==> src/rtl/marquee_ctrl.sv <==
// marquee_ctrl -- LED marquee sequencer.
//
// Picks one tap of the free-running divider bus (TAP_BASE+speed) and turns
// its rising edges into step strobes. A run/pause/idle FSM rotates or
// bounces the LED pattern once per step.
//
// Ports:
//   clk       system clock (same clock as the divider)
//   rst       synchronous active-low reset
//   clk_div   32-bit divider count bus
//   speed     tap select, 0 = fastest
//   mode      00 rotl, 01 rotr, 10 bounce, 11 hold
//   start     load seed (0 -> 1) and run
//   stop      return to idle, wins over start
//   pause     level, freezes pattern while high
//   seed      initial pattern
//   led       current pattern
//   running   high in RUN or PAUSE
//   step      one-cycle strobe, aligned with the first cycle of a new led
//   dir       bounce direction, 0 = toward MSB
//   step_cnt  applied steps since last start
//
// Build option: define MARQUEE_STEP_CNT_EN to build the 16-bit step
// counter; otherwise step_cnt is tied to zero.
module marquee_ctrl #(
  parameter int WIDTH    = 8,
  parameter int TAP_BASE = 22
) (
  input  logic             clk,
  input  logic             rst,
  input  logic [31:0]      clk_div,
  input  logic [1:0]       speed,
  input  logic [1:0]       mode,
  input  logic             start,
  input  logic             stop,
  input  logic             pause,
  input  logic [WIDTH-1:0] seed,
  output logic [WIDTH-1:0] led,
  output logic             running,
  output logic             step,
  output logic             dir,
  output logic [15:0]      step_cnt
);

  typedef enum logic [1:0] {IDLE, RUN, PAUSE} state_t;

  state_t           state, state_nxt;
  logic [4:0]       tap_idx;
  logic             tap, tap_q, tap_edge;
  logic [1:0]       speed_q;
  logic [WIDTH-1:0] led_nxt, rotl, rotr;
  logic             dir_nxt, do_step;

  assign tap_idx = 5'(TAP_BASE) + 5'(speed);
  assign tap     = clk_div[tap_idx];
  // A speed change swaps taps; the new tap may already be high while tap_q
  // holds the old tap, so the edge is masked for that one cycle.
  assign tap_edge = tap & ~tap_q & (speed == speed_q);

  assign rotl    = {led[WIDTH-2:0], led[WIDTH-1]};
  assign rotr    = {led[0], led[WIDTH-1:1]};
  assign running = (state != IDLE);

  always_comb begin
    state_nxt = state;
    led_nxt   = led;
    dir_nxt   = dir;
    do_step   = 1'b0;
    if (stop) begin
      state_nxt = IDLE;
      led_nxt   = '0;
      dir_nxt   = 1'b0;
    end else if (start) begin
      state_nxt = RUN;
      led_nxt   = (seed == '0) ? WIDTH'(1) : seed;
      dir_nxt   = 1'b0;
    end else if (state == RUN && pause) begin
      state_nxt = PAUSE;
    end else if (state == PAUSE && !pause) begin
      state_nxt = RUN;
    end else if (state == RUN && tap_edge) begin
      // Edges outside RUN are dropped on purpose, never queued.
      do_step = 1'b1;
      case (mode)
        2'b00: led_nxt = rotl;
        2'b01: led_nxt = rotr;
        2'b10: begin
          if (!dir && led[WIDTH-1]) begin
            dir_nxt = 1'b1;
            led_nxt = rotr;
          end else if (dir && led[0]) begin
            dir_nxt = 1'b0;
            led_nxt = rotl;
          end else begin
            led_nxt = dir ? rotr : rotl;
          end
        end
        default: led_nxt = led;
      endcase
    end
  end

  always_ff @(posedge clk) begin
    if (!rst) begin
      state   <= IDLE;
      led     <= '0;
      dir     <= 1'b0;
      step    <= 1'b0;
      tap_q   <= 1'b0;
      speed_q <= 2'b0;
    end else begin
      state   <= state_nxt;
      led     <= led_nxt;
      dir     <= dir_nxt;
      step    <= do_step;
      tap_q   <= tap;
      speed_q <= speed;
    end
  end

`ifdef MARQUEE_STEP_CNT_EN
  always_ff @(posedge clk) begin
    if (!rst || start || stop) step_cnt <= '0;
    else if (do_step)          step_cnt <= step_cnt + 16'd1;
  end
`else
  assign step_cnt = '0;
`endif

endmodule

==> config.mk <==
export PLATFORM = sky130hd
export DESIGN_NAME = marquee_ctrl
export DESIGN_NICKNAME = d
export VERILOG_FILES = /design/src/rtl/marquee_ctrl.sv
export SDC_FILE = /design/constraint.sdc
export NUM_CORES = 1
export LEC_CHECK = 0
export ABC_CLOCK_PERIOD_IN_PS = 2000
export BUFFER_PORTS_ARGS = -buffer_cell sky130_fd_sc_hd__buf_2
export CAP_MARGIN = 20
export CORE_MARGIN = 2
export CORE_UTILIZATION = 42
export CTS_BUF_LIST = sky130_fd_sc_hd__clkbuf_4 sky130_fd_sc_hd__clkbuf_8
export CTS_CLUSTER_DIAMETER = 60
export CTS_CLUSTER_SIZE = 12
export DETAILED_ROUTE_END_ITERATION = 10
export PLACE_DENSITY_LB_ADDON = 0.1
export SLEW_MARGIN = 20
export SYNTH_ARGS = -nofsm -noshare
export SYNTH_HDL_FRONTEND = slang
export SYNTH_SLANG_ARGS = --single-unit
==> constraint.sdc <==
create_clock -name clk -period 2 [get_ports clk]
set_input_delay 0.2 -clock clk [delete_from_list [all_inputs] [get_ports clk]]
set_output_delay 0.2 -clock clk [all_outputs]
set_load 0.05 [all_outputs]
# Word-level counts from Yosys, hierarchy flattened
# Index checks and enable logic that the tools add are counted.
# totals
ram_bits,0
mem_count,0
input_bits,49
latchBits,0
output_inout_bits,27
elab_cells,59
ff_bits,15
romBits,0
# classes
eq_ne,7
muxes,17
shifts,0
order_cmp,1
addsub,1
n_mul,0
n_reduce_logical,20
div_mod_pow,0
n_bitwise,6
# ops
op,n
8-bit two-way mux,8
8-bit one-hot mux with 3 select lines,1
8-bit zero test,1
2-bit nonzero test,4
"5-bit by 6-bit < comparator with 1-bit output, second input constant",1
"5-bit by 2-bit adder with 5-bit output, first input constant",1
1-bit binary-select mux with 5-bit select,1
1-bit logical AND,5
1-bit two-way mux,5
5-bit AND reduction,1
5-bit OR reduction,1
"2-bit by 1-bit equality test with 1-bit output, second input constant",2
"2-bit equality test, second input constant",2
2-bit two-way mux,2
"2-bit != test, second input constant",2
1-bit inverter,4
4-bit AND reduction,1
4-bit nonzero test,1
3-bit nonzero test,1
3-bit OR reduction,1
1-bit bitwise AND,2
2-bit equality test,1
1-bit zero test,2
2-bit zero test,1
2-bit OR reduction,1

# Depth between registers and ports, before layout
# Gate-level depths: netlist (run 1).
# logic_depth
ltp_word,10
mapped_depth,8
depth_no_buf,7

# Least setup slack after synthesis (run 1)
# OpenSTA, ideal clock, no wires.
# synth_timing
path_type,register -> register
from,register dir
to,register led[0]
setup_ns,0.070
required_time_ns,1.930
t_arrival_ns,1.612
path_slack_ns,0.318
stages_incl_launch_ff,7
period_less_slack_ns,1.682
n_path_buf,1
path_cell_list,dfxtp_1 > buf_2 > nand2b_1 > nand2b_1 > a21oi_1 > o41a_1 > a21oi_1
# synth_via
elab_chain_len,8
word_cells_on_any_way,11
classes_between,mux: 8; reduce/logical: 3
# synth_rtl
item,line,text
"start, declared",41,"output logic dir,"
"start signal, assigned",114,dir <= dir_nxt;
"8-bit two-way mux, or another cell as far along",95,led_nxt = dir ? rotr : rotl;
8-bit two-way mux or 1-bit logical AND (tied branches),"91, 88",
8-bit two-way mux *,88,if (!dir && led[WIDTH-1]) begin
8-bit one-hot mux with 3 select lines *,84,case (mode)
8-bit two-way mux *,81,end else if (state == RUN && tap_edge) begin
8-bit two-way mux *,79,end else if (state == PAUSE && !pause) begin
8-bit two-way mux *,77,end else if (state == RUN && pause) begin
8-bit two-way mux *,73,end else if (start) begin
"end signal, assigned",113,led <= led_nxt;
"end, declared",38,"output logic [WIDTH-1:0] led,"
# Mark *: on every way between the ends. The rest lies on a longest branch, timed or not. The select of a mux whose other input is x is not followed.
# A chain may end at the register's enable or synchronous reset.

# Worst setup path after layout (run 1)
# layout_timing
from,register state[1]
to,register led[2]
# layout_via
elab_chain_len,4
word_cells_on_any_way,9
classes_between,eq/ne: 4; reduce/logical: 5
# layout_rtl
item,line,text
"start, declared",47,"state_t state, state_nxt;"
"start signal, assigned",112,state <= state_nxt;
2-bit equality test or 2-bit by 1-bit equality test with 1-bit output (tied branches),"79, 77, 81",
1-bit logical AND (on tied branches),"79, 77, 81",
2-bit != test (no line) or 2-bit nonzero test (tied branches),-,
4-bit AND reduction (no line) *,-,
# Mark *: on every way between the ends. The rest lies on a longest branch, timed or not.

==> results of run 1 <==
[metal layers]
metal,vias up,track usage
li1,476,-
met1,432,0.221
met2,49,0.247
met3,4,0.0164
met4,0,0.0625
met5,-,0
[through the flow]
stage | utilization | hold WS, ps | instance area (sq um) | setup slack, ps | instances
floorplan | - | 322 | 1120 | 318 | 137
global placement | 0.480 | 453 | 1170 | 336 | 177
detailed placement | 0.480 | 462 | 1170 | 325 | 177
CTS | 0.491 | 149 | 1190 | 365 | 181
global route | 0.491 | 147 | 1190 | 206 | 181
finish | 0.491 | 160 | 1190 | 384 | 181
[cells by family after synthesis]
kind of cell,Yosys count,synth area share
AOI/OAI and AO/OA,42,0.286
and+or+nand+nor,28,0.165
buffers and inverters,27,0.161
DFF,15,0.281
adders and majority gates,4,0.0446
muxes,3,0.0422
xor gates and xnor gates,2,0.0164
other,1,0.00351
[worst paths after layout]
path / startpoint / to / slack (ps) / cells past startpoint
worst max-delay path: state[1] / led[2] / 380 / 5
worst min-delay path: speed[1] / speed_q[1] / 160 / 2
worst max register to register: state[1] / led[2] / 380 / 5
worst min register to register: led[4] / led[4] / 570 / 2
[layout make-up]
type | count | area (sq um) | share of cell area
Clock buffer | 3 | 22.5 | 0.0188
Clock inverter | 1 | 5.00 | 0.00419
Inverter | 6 | 22.5 | 0.0188
Multi-Input combinational cell | 95 | 652 | 0.546
Sequential cell | 15 | 300 | 0.251
Tap cell | 30 | 37.5 | 0.0314
Timing Repair Buffer | 31 | 155 | 0.130
[where the power goes]
group / total (mW) / internal [mW] / switching (mW)
Sequential: 0.321 / 0.310 / 0.0111
Combinational: 0.217 / 0.0584 / 0.158
Clock: 0.174 / 0.0742 / 0.0996
[worst max-delay path, cell delays in order (launching register included)]
cell and delay, ps:
sky130_fd_sc_hd__dfxtp_1 380, sky130_fd_sc_hd__nor3b_1 370, sky130_fd_sc_hd__nand4_4 190, sky130_fd_sc_hd__nor3_4 330, sky130_fd_sc_hd__o21ai_1 120, sky130_fd_sc_hd__a21oi_1 140
[sequential cells by signal, indices dropped and copies added, names as in the netlist]
register,cells
dir,1
speed_q,2
tap_q,1
state,2
step,1
led,8
[layout by cell type, fill, tap and decap left out, types with 2 or more instances in the layout]
master                     synthesis  final
sky130_fd_sc_hd__o21ai_0           6      6
sky130_fd_sc_hd__ha_1              3      3
sky130_fd_sc_hd__o221ai_1          5      5
sky130_fd_sc_hd__buf_2             2     31
sky130_fd_sc_hd__conb_1            1     16
sky130_fd_sc_hd__a211oi_1          2      2
sky130_fd_sc_hd__nor2_1            4      4
sky130_fd_sc_hd__dfxtp_1          15     15
sky130_fd_sc_hd__a22oi_1           4      4
sky130_fd_sc_hd__mux2_2            2      2
sky130_fd_sc_hd__a32oi_1           3      3
sky130_fd_sc_hd__a21oi_1          10     10
sky130_fd_sc_hd__xnor2_1           2      2
sky130_fd_sc_hd__inv_1             6      6
sky130_fd_sc_hd__nor3_1            2      2
sky130_fd_sc_hd__a21o_1            2      2
sky130_fd_sc_hd__clkbuf_4          0      3
sky130_fd_sc_hd__o21ai_1           2      2
sky130_fd_sc_hd__nand2b_1          5      5
sky130_fd_sc_hd__nand2_1           6      6
sky130_fd_sc_hd__and2_2            2      2
==> impl_metrics.py, run 1 <==
metrics = {
    "detailed_routing": {
        "met3RoutedLength_microns": 150,
        "vias": 961,
        "drtPass1Iterations": 4,
        "finalWirelength_mm": 2.19,
        "routed_via_density": 5.31,
        "drcViolationCount": 0,
        "drt_first_iter_violations": 17,
        "detail_route.wl_per_cell_microns": 12.1,
        "ant_nets": 0,
        "wl_met2_microns": 964,
        "drt-met1-wl_mm": 1.06,
        "top_signal_layer_used": "met4",
    },
    "floorplanning": {
        "die_h_microns": 54.4,
        "die_width_microns": 54.4,
        "std_cell_rows": 18,
        "die_footprint_sq_um": 2960,
        "core_region_area_sq_um": 2430,
        "effective_utilization_at_floorplan": 0.439,
        "io-pin-count": 76,
    },
    "synth": {
        "netlist_instances": 122,
        "synth_area_leader_cell": "sky130_fd_sc_hd__dfxtp_1",
        "syn_area_sq_um": 1070,
        "number_of_enable_type_register_cells_in_the_synthesized_netlist": 0,
        "synth-seq-area-share": 0.281,
        "synth_area_leaders": "sky130_fd_sc_hd__dfxtp_1 (28%), sky130_fd_sc_hd__buf_4 (11%), sky130_fd_sc_hd__a21oi_1 (4.7%)",
        "ys_warn_count": 0,
        "netlist_top_cells_count": "sky130_fd_sc_hd__buf_4 (16), sky130_fd_sc_hd__dfxtp_1 (15), sky130_fd_sc_hd__a21oi_1 (10)",
        "yosysTopAreaCellShare": 0.281,
        "post_synth.cell_area_avg_sq_um": 8.75,
        "distinct_cell_type_count_after_synthesis": 42,
        "ys.flop_type": "sky130_fd_sc_hd__dfxtp_1",
        "postSynthRegisterBits": 15,
        "yosysMostFrequentCell": "sky130_fd_sc_hd__buf_4",
        "synth-async-reset-ratio": 0,
    },
    "timing": {
        "timing.fmax_ghz": 0.619,
        "report.final.setup_viol": 0,
        "fin_worst_skew_ps": 7.27,
        "hold_violations": 0,
        "relSlewSlack": 0.652,
        "rsz_0062_raised_after_global_routing": "false",
        "period_minus_slack_ps": 1620,
        "layout_worst_path_cycle_share": 0.808,
        "finalSetupTns_ps": 0,
        "timing_worst_slew_pin_value_ps": 521,
        "max_transition_viols_final": 0,
    },
    "global_routing": {
        "initial_antenna_violation_count": 0,
        "track_usage": 0.158,
        "largest_net_degree_at_the_start_of_global_routing": 11,
        "global_route_wire_length_before_repair_mm": 3.44,
        "gr-total-overflow": 0,
        "grt_pass1_vias": 804,
    },
    "clock_network": {
        "cts.sink_count": 15,
        "post_cts_resize_count": 0,
        "clk_root_buffer_cell": "sky130_fd_sc_hd__clkbuf_4",
        "hold_bufs_at_cts": 0,
        "tritoncts": "built",
        "clock_path_buffers": 2,
        "cts.reportedPaths.clkPinSlew_ps": 100,
        "post_cts_buffers": 0,
        "clk_latency_ps": 280,
        "cts_buffers": 3,
        "number_of_h_tree_levels": 1,
    },
    "placed_design": {
        "hpwlAfterDp_mm": 1.71,
        "portBuffers": 31,
        "place_congestion": 0.785,
    },
    "finish": {
        "nNetsFinal": 204,
        "areaGrowthSynthToFinish_pct": 12.0,
        "final_layout_size_suffix_gt1_frac": 0.311,
        "antennaDiodeCount": 0,
        "num-fill-cells": 267,
    },
    "worst_setup_path": {
        "setup.worst_path.end_class": "flip-flop",
        "crit_path_max_fanout": 9,
        "data_required_time_at_the_worst_endpoint_ps": 2210,
        "cp_launch_type": "flip-flop",
        "timing_worst_setup_path_type": "reg2reg",
        "worstPathArrival_ps": 1830,
    },
    "pwr": {
        "report.power.total_uw": 712,
        "power.ir.vdd_worst_v": 0.000385,
        "leakage_component_of_the_power_nw": 0.538,
        "power-per-cell-area_nw_per_um2": 595,
    },
    "outcome": {
        "run_status": "completed",
    },
    "min_path": {
        "hold_class": "in2reg",
    },
    "job": {
        "drv_cap": 0,
    },
}
(Power assumes the default switching activity.)
==> run 2, diff against run 1 <==
--- a/config.mk
+++ b/config.mk
@@ -5,11 +5,11 @@
 export SDC_FILE = /design/constraint.sdc
 export NUM_CORES = 1
 export LEC_CHECK = 0
-export ABC_CLOCK_PERIOD_IN_PS = 2000
+export ABC_CLOCK_PERIOD_IN_PS = 1310
 export BUFFER_PORTS_ARGS = -buffer_cell sky130_fd_sc_hd__buf_2
 export CAP_MARGIN = 20
 export CORE_MARGIN = 2
-export CORE_UTILIZATION = 42
+export CORE_UTILIZATION = 38
 export CTS_BUF_LIST = sky130_fd_sc_hd__clkbuf_4 sky130_fd_sc_hd__clkbuf_8
 export CTS_CLUSTER_DIAMETER = 60
 export CTS_CLUSTER_SIZE = 12
==> constraint.sdc (replaced) <==
create_clock -name clk -period 1.31 [get_ports clk]
set_input_delay 0.131 -clock clk [delete_from_list [all_inputs] [get_ports clk]]
set_output_delay 0.131 -clock clk [all_outputs]
set_load 0.05 [all_outputs]
==> run 2 against run 1 <==
  * The flow now finishes with violations (setup timing)
  * Clock-buffer cell count increased by 1
  * Clock power increased by 67%
  * Worst hold slack got worse by 54 ps
  * Largest power group unchanged
  * Routed wire length increased by 17%
  * Global-route usage increased by 0.21 points
  * Critical path type unchanged
  * Sequential power increased by 53%
  * Register-to-register slack got worse by 390 ps
  * Critical endpoint is now led[6]
==> impl_metrics.py, run 2 (synthesis results as in run 1) <==
metrics = {
    "clock_network": {
        "cts.sink_count": 15,
        "cts.reportedPaths.clkPinSlew_ps": 90,
        "hold_bufs_at_cts": 0,
        "tritoncts": "built",
        "clk_root_buffer_cell": "sky130_fd_sc_hd__clkbuf_4",
        "number_of_h_tree_levels": 1,
        "clk_latency_ps": 280,
        "cts_buffers": 3,
        "clock_path_buffers": 2,
    },
    "finish": {
        "sequential_cell_area_sq_um": 312,
        "layout_commonest_cell": "sky130_fd_sc_hd__buf_2",
        "util_after_layout": 0.526,
        "final_layout_size_suffix_gt1_frac": 0.473,
        "nNetsFinal": 218,
        "areaGrowthSynthToFinish_pct": 33.5,
        "layout.cells.most_common_list": "sky130_fd_sc_hd__buf_2 (30), sky130_fd_sc_hd__conb_1 (16), sky130_fd_sc_hd__buf_4 (12), sky130_fd_sc_hd__dfxtp_1 (10), sky130_fd_sc_hd__a21oi_1 (9)",
        "num-fill-cells": 272,
        "largest_register_ffs": 8,
        "biggestRegsByFlops": "led (8), speed_q (2), state (2)",
        "register_with_the_most_flip_flops": "led",
        "antennaDiodeCount": 0,
        "final_cell_count_no_fill": 196,
        "post_layout_instance_area_sq_um": 1430,
        "multiInputGateArea_sq_um": 736,
    },
    "floorplanning": {
        "die_width_microns": 57.0,
        "die_h_microns": 57.0,
        "effective_utilization_at_floorplan": 0.394,
        "std_cell_rows": 19,
        "io-pin-count": 76,
        "die_footprint_sq_um": 3250,
        "core_region_area_sq_um": 2710,
    },
    "global_routing": {
        "initial_antenna_violation_count": 0,
        "global_route_wire_length_before_repair_mm": 4.14,
        "grt_pass1_vias": 907,
        "track_usage": 0.160,
        "largest_net_degree_at_the_start_of_global_routing": 11,
        "gr-total-overflow": 0,
    },
    "worst_setup_path": {
        "setup.worst_path.end_class": "flip-flop",
        "crit_path_max_fanout": 7,
        "master_of_the_slowest_instance_on_the_critical_path": "sky130_fd_sc_hd__dfxtp_4",
        "worstPathCellList": "nor3b_4 -> nand4_4 -> o21ai_4 -> o221ai_1 -> a21oi_1",
        "worstPathArrival_ps": 1540,
        "timing_worst_setup_path_type": "reg2reg",
        "cp_launch_type": "flip-flop",
        "critical_path.max_stage_delay_ps": 360,
        "data_required_time_at_the_worst_endpoint_ps": 1530,
    },
    "detailed_routing": {
        "drcViolationCount": 0,
        "finalWirelength_mm": 2.57,
        "routed_via_density": 5.18,
        "drtPass1Iterations": 4,
        "ant_nets": 0,
        "detail_route.wl_per_cell_microns": 13.1,
        "vias": 1015,
        "drt_first_iter_violations": 33,
    },
    "pwr": {
        "report.power.total_mw": 1.17,
        "power-per-cell-area_nw_per_um2": 824,
        "power.ir.vdd_worst_v": 0.000771,
        "leakage_component_of_the_power_nw": 0.635,
    },
    "timing": {
        "layout_worst_path_cycle_share": 1.00,
        "rsz_0062_raised_after_global_routing": "true",
        "fin_worst_skew_ps": 3.34,
        "report.final.setup_viol": 1,
        "timing.fmax_ghz": 0.762,
        "finalSetupTns_ps": -2.86,
        "period_minus_slack_ps": 1310,
        "fin_worst_hold_slack_ps": 106,
        "max_transition_viols_final": 0,
        "hold_violations": 0,
        "timing.final.ws_setup_ps": -2.86,
    },
    "placed_design": {
        "pre_cts_slack_ps": -183,
        "hpwlAfterDp_mm": 1.95,
        "place_congestion": 0.837,
        "place_area_sq_um": 1300,
        "portBuffers": 31,
        "place_inst": 191,
    },
    "job": {
        "drv_cap": 0,
    },
    "outcome": {
        "failed_checks": "setup timing",
        "run_status": "complete, but fails checks",
    },
    "min_path": {
        "hold_class": "in2reg",
    },
}
run 2: cell count changes in the layout (fill, tap and decap cells not counted), moves of 3 or more:
| cell | before | now |
|---|---|---|
| sky130_fd_sc_hd__buf_4 | 0 | 12 |
| sky130_fd_sc_hd__dfxtp_1 | 15 | 10 |
| sky130_fd_sc_hd__dfxtp_2 | 0 | 3 |
| sky130_fd_sc_hd__o221ai_1 | 5 | 1 |
| sky130_fd_sc_hd__o221ai_2 | 0 | 4 |
run 2: cell type report:
type | count | share of cell area
multi-input combinational | 95 | 0.516
sequential | 15 | 0.219
clock buffer | 4 | 0.0211
timing repair buffer | 45 | 0.201
tap | 31 | 0.0272
inverter | 6 | 0.0158
run 2: worst max-delay path: cells and delay by family, from the launching register on:
| kind | cells | cell delay [ps] |
|---|---|---|
| AO/OA/AOI/OAI | 3 | 540 |
| flip-flops | 1 | 360 |
| AND/OR/NAND/NOR | 2 | 340 |
run 2: path summary, 6_finish.rpt:
path            start    endpoint  slack [ps]  cells past startpoint
max          state[1]      led[6]          -3                      5
min               rst  speed_q[1]         110                      2
max reg2reg  state[1]      led[6]          -3                      5
min reg2reg    led[4]      led[4]         600                      2
run 2: layer usage:
| layer | global-route usage | vias up | wire length (microns) |
|---|---|---|---|
| li1 | - | 501 | - |
| met1 | 0.226 | 472 | 1130 |
| met2 | 0.251 | 38 | 1250 |
| met3 | 0.0227 | 4 | 157 |
| met4 | 0.0532 | 0 | 26 |
| met5 | 0 | - | 0 |
run 2: where the power goes:
part           switching [mW]  leakage, nW  internal (mW)
clock                   0.151       0.0184          0.139
combinational           0.266        0.491          0.129
sequential             0.0199        0.126          0.470
run 2: timing repair:
item	CTS	global route
gates resized for setup	10	10
hold endpoints to repair	0	0
pin swaps	4	7
setup buffers	0	1
setup endpoints to repair	9	10
==> run 3, diff against run 2 <==
--- a/config.mk
+++ b/config.mk
@@ -8,6 +8,7 @@
 export ABC_CLOCK_PERIOD_IN_PS = 1310
 export BUFFER_PORTS_ARGS = -buffer_cell sky130_fd_sc_hd__buf_2
 export CAP_MARGIN = 20
+export CORE_ASPECT_RATIO = 1.2
 export CORE_MARGIN = 2
 export CORE_UTILIZATION = 38
 export CTS_BUF_LIST = sky130_fd_sc_hd__clkbuf_4 sky130_fd_sc_hd__clkbuf_8
==> run 3 against run 2 <==
  * The flow still finishes with violations (setup timing)
  * Clock-buffer cell count unchanged
  * Sequential cell count unchanged
  * Global-route usage up 1.8 points
  * Routed wire length about the same
  * Power up 0.40%
  * Maximum frequency down 3.1%
  * Non-clock buffer count up 3
  * Critical endpoint is now led[0]
  * Largest cell class unchanged
==> impl_metrics.py, run 3 (synthesis results as in run 1) <==
metrics = {
    "worst_setup_path": {
        "crit_buf_inv": 1,
        "critical_path.startpoint": "state[0]",
        "r2r-start": "state[0]",
        "cp_launch_type": "flip-flop",
        "timing_worst_setup_path_type": "reg2reg",
        "master_of_the_slowest_instance_on_the_critical_path": "sky130_fd_sc_hd__dfxtp_2",
        "crit_path_max_fanout": 6,
        "worstPathCellList": "nor3b_4 -> nand4_4 -> o21ai_4 -> buf_6 -> o21ai_2 -> a21oi_1",
        "worstPathArrival_ps": 1580,
        "critical_path.max_stage_delay_ps": 360,
        "crit_family": "compound AO/OA/AOI/OAI gates",
        "setup.worst_path.end_class": "flip-flop",
        "data_required_time_at_the_worst_endpoint_ps": 1540,
    },
    "finish": {
        "nNetsFinal": 221,
        "final_cell_count_no_fill": 202,
        "layout_commonest_cell": "sky130_fd_sc_hd__buf_2",
        "final_layout_size_suffix_gt1_frac": 0.452,
        "largest_register_ffs": 8,
        "antennaDiodeCount": 0,
        "biggestRegsByFlops": "led (8), speed_q (2), state (2)",
        "register_with_the_most_flip_flops": "led",
        "num-fill-cells": 269,
        "layout.cells.most_common_list": "sky130_fd_sc_hd__buf_2 (30), sky130_fd_sc_hd__conb_1 (16), sky130_fd_sc_hd__buf_4 (14), sky130_fd_sc_hd__a21oi_1 (10), sky130_fd_sc_hd__dfxtp_1 (10)",
        "areaGrowthSynthToFinish_pct": 33.4,
    },
    "floorplanning": {
        "std_cell_rows": 21,
        "effective_utilization_at_floorplan": 0.391,
        "core_region_area_sq_um": 2730,
        "die_width_microns": 52.4,
        "io-pin-count": 76,
        "die_h_microns": 62.1,
        "die_footprint_sq_um": 3250,
    },
    "global_routing": {
        "groute.layer.met1.usage": 0.232,
        "largest_net_degree_at_the_start_of_global_routing": 11,
        "track_usage": 0.178,
        "global_route_wire_length_before_repair_mm": 4.25,
        "initial_antenna_violation_count": 0,
        "grt_pass1_vias": 942,
        "gr-total-overflow": 0,
        "groute.layer.met3.usage": 0.0144,
        "globalRouteMet2Util": 0.296,
        "gr-max-usage-layer": "met2",
    },
    "outcome": {
        "failed_checks": "setup timing",
        "run_status": "complete, but fails checks",
    },
    "timing": {
        "rsz_0062_raised_after_global_routing": "true",
        "max_transition_viols_final": 0,
        "hold_violations": 0,
        "fin_worst_skew_ps": 4.49,
        "layout_worst_path_cycle_share": 1.03,
        "timing.final.ws_setup_ps": -45.3,
        "period_minus_slack_ps": 1360,
        "timing.fmax_ghz": 0.738,
        "report.final.setup_viol": 7,
        "fin_worst_hold_slack_ps": 85.9,
    },
    "placed_design": {
        "place_inst": 196,
        "place_congestion": 0.744,
        "portBuffers": 31,
        "hpwlAfterDp_mm": 2.02,
    },
    "pwr": {
        "leakage_component_of_the_power_nw": 0.645,
        "power.ir.vdd_worst_v": 0.000460,
        "power-per-cell-area_nw_per_um2": 828,
        "report.power.total_mw": 1.18,
    },
    "clock_network": {
        "clk_root_buffer_cell": "sky130_fd_sc_hd__clkbuf_4",
        "number_of_h_tree_levels": 1,
        "hold_bufs_at_cts": 0,
        "cts.reportedPaths.clkPinSlew_ps": 90,
        "clk_latency_ps": 290,
        "cts_buffers": 3,
        "cts.sink_count": 15,
        "clock_path_buffers": 2,
        "tritoncts": "built",
    },
    "detailed_routing": {
        "drcViolationCount": 0,
        "drt_first_iter_violations": 14,
        "drtPass1Iterations": 4,
        "detail_route.wl_per_cell_microns": 12.7,
        "routed_via_density": 5.09,
        "vias": 1029,
        "ant_nets": 0,
        "finalWirelength_mm": 2.57,
    },
    "job": {
        "drv_cap": 0,
    },
    "min_path": {
        "hold_class": "in2reg",
        "hp-start": "rst",
    },
}
-- run 3: cell types whose count changed in the layout (fill, tap and decap cells not counted), sizes merged --
cell	delta
buf	+3
-- run 3: per-stage QoR --
step | setup TNS [ps] | area, sq um | worst slack [ps] | utilization
6_report | -123 | 1420 | -45.3 | 0.521
2_1_floorplan | -59.6 | 1150 | -59.6 | -
3_5_place_dp | -1240 | 1320 | -164 | 0.483
4_1_cts | -219 | 1400 | -43.6 | 0.512
3_3_place_gp | -815 | 1320 | -120 | 0.483
5_1_grt | -1030 | 1420 | -151 | 0.521
-- run 3: final cells by class --
class,instances,area [sq um],share of cell area
multi-input combinational,95,704,0.495
timing repair buffer,48,313,0.220
sequential,15,312,0.219
tap,34,42.5,0.0299
clock buffer,4,30.0,0.0211
inverter,6,22.5,0.0158
-- run 3: what timing repair did --
item	4_1_cts	5_1_grt
hold endpoints to repair	0	0
setup endpoints to repair	10	10
resized for setup	11	6
buffers inserted	1	1
gates cloned	0	0
pin swaps	6	2
-- run 3: layer usage --
layer / vias up / share of wire
met2: 31 / 0.50
met1: 486 / 0.44
met4: 0 / 0.021
li1: 507 / -
met5: - / 0
met3: 5 / 0.039
-- run 3: final timing paths --
path / endpoint / slack (ps) / cells past startpoint
worst min-delay path: speed_q[1] / 90 / 2
worst max-delay path: led[0] / -50 / 6
worst max register to register: led[0] / -50 / 6
worst min register to register: led[7] / 580 / 2
-- run 3: where the power goes --
part / total, mW / leakage (nW) / switching, mW / internal [mW]
Combinational: 0.388 / 0.501 / 0.260 / 0.128
Clock: 0.301 / 0.0184 / 0.162 / 0.139
Sequential: 0.489 / 0.126 / 0.0183 / 0.471
